--- src/rtl/als_sample_sched.sv ---
// Ambient-light sample scheduler. It requests a conversion every PERIOD_CYCLES, supervises
// each reply with a timeout, and publishes the truncated mean of 2**AVG_LOG2 good samples.
module als_sample_sched #(
  parameter int PERIOD_CYCLES  = 100000,
  parameter int TIMEOUT_CYCLES = 1024,
  parameter int AVG_LOG2       = 2
) (
  input  logic       clk,
  input  logic       rst_n,
  input  logic       enable,
  output logic       conv_start,
  input  logic       conv_done,
  input  logic [7:0] conv_data,
  output logic [7:0] avg_data,
  output logic       avg_valid,
  output logic       busy,
  output logic       timeout_err
);

  localparam int PW = $clog2(PERIOD_CYCLES);
  localparam int TW = $clog2(TIMEOUT_CYCLES + 1);
  localparam int SW = AVG_LOG2 + 1;
  localparam int AW = 8 + AVG_LOG2;

  localparam logic [PW-1:0] PERIOD_LAST  = PW'(PERIOD_CYCLES - 1);
  localparam logic [TW-1:0] TMO_LAST     = TW'(TIMEOUT_CYCLES - 1);
  localparam logic [SW-1:0] SAMPLES_FULL = SW'(2 ** AVG_LOG2);

  typedef enum logic [2:0] {
    IDLE,
    WAIT_TICK,
    START,
    CONVERT,
    PUBLISH
  } state_e;

  state_e        state_q, state_d;
  logic [PW-1:0] period_q, period_d;
  logic [TW-1:0] tmo_q, tmo_d;
  logic [SW-1:0] samples_q, samples_d;
  logic [AW-1:0] acc_q, acc_d;
  logic [7:0]    avg_data_q, avg_data_d;
  logic          avg_valid_q, avg_valid_d;
  logic          conv_start_q, conv_start_d;
  logic          busy_q, busy_d;
  logic          timeout_err_q, timeout_err_d;
  logic          tick;

  assign tick = (period_q == PERIOD_LAST);

  always_comb begin
    // NOTE: every signal gets a default before the case so no path leaves it unassigned,
    // which is what keeps this block from inferring latches.
    state_d       = state_q;
    tmo_d         = tmo_q;
    samples_d     = samples_q;
    acc_d         = acc_q;
    avg_data_d    = avg_data_q;
    avg_valid_d   = 1'b0;
    timeout_err_d = timeout_err_q;
    conv_start_d  = (state_q == START);
    period_d      = (state_q == IDLE || tick) ? '0 : period_q + PW'(1);

    case (state_q)
      IDLE: begin
        if (enable) state_d = WAIT_TICK;
      end
      WAIT_TICK: begin
        if (tick) state_d = START;
      end
      START: begin
        tmo_d   = '0;
        state_d = CONVERT;
      end
      CONVERT: begin
        // A reply in the final timeout cycle still counts as a good sample.
        if (conv_done) begin
          acc_d     = acc_q + AW'(conv_data);
          samples_d = samples_q + SW'(1);
          state_d   = (samples_d == SAMPLES_FULL) ? PUBLISH : WAIT_TICK;
        end else if (tmo_q == TMO_LAST) begin
          timeout_err_d = 1'b1;
          state_d       = WAIT_TICK;
        end else begin
          tmo_d = tmo_q + TW'(1);
        end
      end
      PUBLISH: begin
        avg_data_d  = acc_q[AVG_LOG2 +: 8];
        avg_valid_d = 1'b1;
        acc_d       = '0;
        samples_d   = '0;
        state_d     = WAIT_TICK;
      end
      default: state_d = IDLE;
    endcase

    // Disabling aborts everything except the last published value; a request pulse
    // already in flight from START still completes through conv_start_d.
    if (!enable) begin
      state_d       = IDLE;
      period_d      = '0;
      acc_d         = '0;
      samples_d     = '0;
      timeout_err_d = 1'b0;
      avg_valid_d   = 1'b0;
      avg_data_d    = avg_data_q;
    end

    busy_d = (state_d == START) || (state_d == CONVERT);
  end

  always_ff @(posedge clk) begin
    if (!rst_n) begin
      state_q       <= IDLE;
      period_q      <= '0;
      tmo_q         <= '0;
      samples_q     <= '0;
      acc_q         <= '0;
      avg_data_q    <= '0;
      avg_valid_q   <= 1'b0;
      conv_start_q  <= 1'b0;
      busy_q        <= 1'b0;
      timeout_err_q <= 1'b0;
    end else begin
      // NOTE: non-blocking assignments so every flop samples the pre-edge values,
      // independent of statement order.
      state_q       <= state_d;
      period_q      <= period_d;
      tmo_q         <= tmo_d;
      samples_q     <= samples_d;
      acc_q         <= acc_d;
      avg_data_q    <= avg_data_d;
      avg_valid_q   <= avg_valid_d;
      conv_start_q  <= conv_start_d;
      busy_q        <= busy_d;
      timeout_err_q <= timeout_err_d;
    end
  end

  assign conv_start  = conv_start_q;
  assign avg_data    = avg_data_q;
  assign avg_valid   = avg_valid_q;
  assign busy        = busy_q;
  assign timeout_err = timeout_err_q;

endmodule

--- config.mk ---
export PLATFORM = sky130hd
export DESIGN_NAME = als_sample_sched
export DESIGN_NICKNAME = d
export VERILOG_FILES = /design/src/rtl/als_sample_sched.sv
export SDC_FILE = /design/constraint.sdc
export NUM_CORES = 1
export LEC_CHECK = 0
export CAP_MARGIN = 20
export CORE_ASPECT_RATIO = 0.6
export CORE_MARGIN = 3
export CORE_UTILIZATION = 60
export CTS_BUF_LIST = sky130_fd_sc_hd__clkbuf_16
export DETAILED_ROUTE_END_ITERATION = 6
export PLACE_DENSITY = 0.82
export SLEW_MARGIN = 20
export SYNTH_ARGS = -nofsm -noshare
export SYNTH_HDL_FRONTEND = slang
export SYNTH_SLANG_ARGS = --single-unit
--- constraint.sdc ---
create_clock -name clk -period 3.45 [get_ports clk]
set_input_delay 0.5175 -clock clk [delete_from_list [all_inputs] [get_ports clk]]
set_output_delay 0.5175 -clock clk [all_outputs]
set_load 0.02 [all_outputs]
==> reports/metrics.yaml <==
yosys:
  synth_area_per_cell_sq_um: 8.88
  synth_most_common_cell: "dfxtp_1"
  yosys.cell_types.count: 47
  async_flop_share: 0
  yosysWarnings: 0
  synth_area_leaders: "dfxtp_1 41%, nor2_1 5.9%, nand2_1 5.7%, ha_1 5.5%, xnor2_1 5.1%"
  yosys-top-cells-count: "56 x dfxtp_1, 43 x nor2_1, 42 x nand2_1, 16 x xnor2_1, 14 x a21oi_1"
  yosysSeqAreaShare: 0.407
  synth_ff_type: "dfxtp_1"
  syn-cell-area_sq_mm: 0.00275
  yosys_register_bits: 56
  synth.top_cell.area_share: 0.407
  syn-num-nets: 335
  synth_cells: 310
  synth_edf_count: 0
  synth_area_leader_cell: "dfxtp_1"
global_route:
  track_usage: 0.216
  grt_pass1_wl_um: 9420
  grt_pass1_vias: 1980
  antenna_found_initial: 0
  grt_max_degree: 18
  grt.overflow.total: 0
critical_path:
  worst_ep_required_time_ns: 3.63
  crit_type: "input pin to register"
  startpoint_type: "input pin"
  cp-end-kind: "register"
  worstPathArrival_ns: 2.56
  cp_max_fo: 3
  r2r_cells: 5
sta:
  setup_ws_ns: 1.07
  hold_violations: 0
  rsz0062_at_grt: "false"
  post-route-period-util: 0.690
  slew_violations: 0
  min_period_ns: 2.38
  timing.setup.tns_ns: 0
  setup_viol: 0
  fin_skew_ns: 0.00588
  max_freq_mhz: 420
  tightest_slew_ns: 0.573
  maxSlewHeadroom: 0.618
place:
  place_congestion: 0.803
  pre_cts_ws_ns: 0.794
  placed_cell_area_sq_mm: 0.00302
  dp_hpwl_um: 3970
  io_buffers: 23
outcome:
  outcome: "completed"
layout:
  antenna_cells: 0
  fillers: 313
  final_nets: 357
  final_area_sq_mm: 0.00319
  area_delta_synth_final_pct: 16.0
  drive_gt1_frac: 0.0601
clock_network:
  clockBufferDepth: 2
  cts_made_buffers: 5
  cts-root-buf: "clkbuf_16"
  cts.sinks: 56
  cts_setup_buffers: 0
  insertion_delay_ns: 0.29
  ctsHoldBuffers: 0
  clk_pin_slew_ns: 0.07
  cts_resized: 0
  htreeDepth: 2
  cts_tree: "built"
min_path:
  hp-class: "register to register"
  holdPathStages: 2
power_and_ir_drop:
  peakVddDrop_v: 0.000399
  p_per_area_mw_per_mm2: 395
  leakage_nw: 1.12
detailed_routing:
  first_pass_iters: 4
  drt_iter0_markers: 129
  drt_wl_total_um: 5440
  dr_total_vias: 2166
  post_drt_wl_per_cell_um: 13.8
  drcViolationCount: 0
  antenna_left: 0
  viasPerCell: 5.51
die:
  die_width_um: 93.4
  row_count: 18
  dieArea_sq_mm: 0.00546
  die_h_um: 58.5
  io-pin-count: 24
  coreArea_sq_mm: 0.00426
  initial_core_util: 0.647
job:
  cap_violations: 0
-- cell families after synthesis --
family / count (synthesis) / share of synthesized area
AOI/OAI and AO/OA: 56 / 0.140
xor gates and xnor gates: 29 / 0.0923
adders and majority gates: 13 / 0.0618
buffers and inverters: 13 / 0.0205
DFF: 56 / 0.407
and+or+nand+nor: 143 / 0.279
-- metrics by stage --
step	util	instances	hold WS, ns	power [mW]
after floorplan	-	310	0.414	0.694
after global placement	0.710	385	0.426	0.714
after detailed placement	0.710	385	0.447	0.714
after CTS	0.750	393	0.455	1.27
after global routing	0.750	393	0.481	1.31
final	0.750	393	0.455	1.26
-- area by class of cell --
| cell class | count | area (sq um) | share of cell area |
|---|---|---|---|
| flip-flops and latches | 56 | 1120 | 0.351 |
| multi-input cells | 241 | 1580 | 0.494 |
| clock inverters | 3 | 42.5 | 0.0133 |
| clock buffers | 5 | 125 | 0.0392 |
| inverters | 4 | 15.0 | 0.00470 |
| repair buffers | 24 | 238 | 0.0745 |
| well taps | 60 | 75.1 | 0.0235 |
-- sequential cells by signal (all words and copies together) (netlist names) --
name / cells
acc_q: 10
avg_data: 8
avg_valid: 1
busy: 1
conv_start: 1
period_q: 17
samples_q: 3
state_q: 3
timeout_err: 1
tmo_q: 11
-- critical path, cell delays in order --
cell and delay, ns:
clkdlybuf4s50_1 0.40, ha_1 0.24, fa_1 0.43, a211oi_1 0.34, o21bai_1 0.12, a21oi_1 0.21, nor4_1 0.07, a211o_1 0.23
-- path summary, 6_finish.rpt --
path                            slack [ns]           to         start
worst min-delay path                  0.46  avg_data[2]   avg_data[2]
worst max-delay path                  1.07     acc_q[6]  conv_data[0]
worst max register to register        1.21     acc_q[9]    state_q[0]
worst min register to register        0.46  avg_data[2]   avg_data[2]
-- cell usage in the layout, fill, tap and decap left out, types with 7 or more instances in the layout --
cell / instances
dfxtp_1: 56
nor2_1: 43
nand2_1: 42
clkdlybuf4s50_1: 23
xnor2_1: 16
a21oi_1: 14
xor2_1: 13
ha_1: 12
nand3_1: 10
a21boi_1: 8
nor3_1: 7
-- power by group --
group | switching, mW | internal [mW]
logic | 0.0255 | 0.0218
registers | 0.00497 | 0.648
clock network | 0.219 | 0.341
total | 0.250 | 1.01
-- layer usage --
layer  global-route usage  wire length, um  up-vias
met5                    0                0        -
li1                     -                -     1131
met2                0.291             2090       59
met1                0.347             3020      974
met4               0.0397               18        0
met3               0.0511              315        2
No activity file was read; power rests on OpenSTA's default activity.
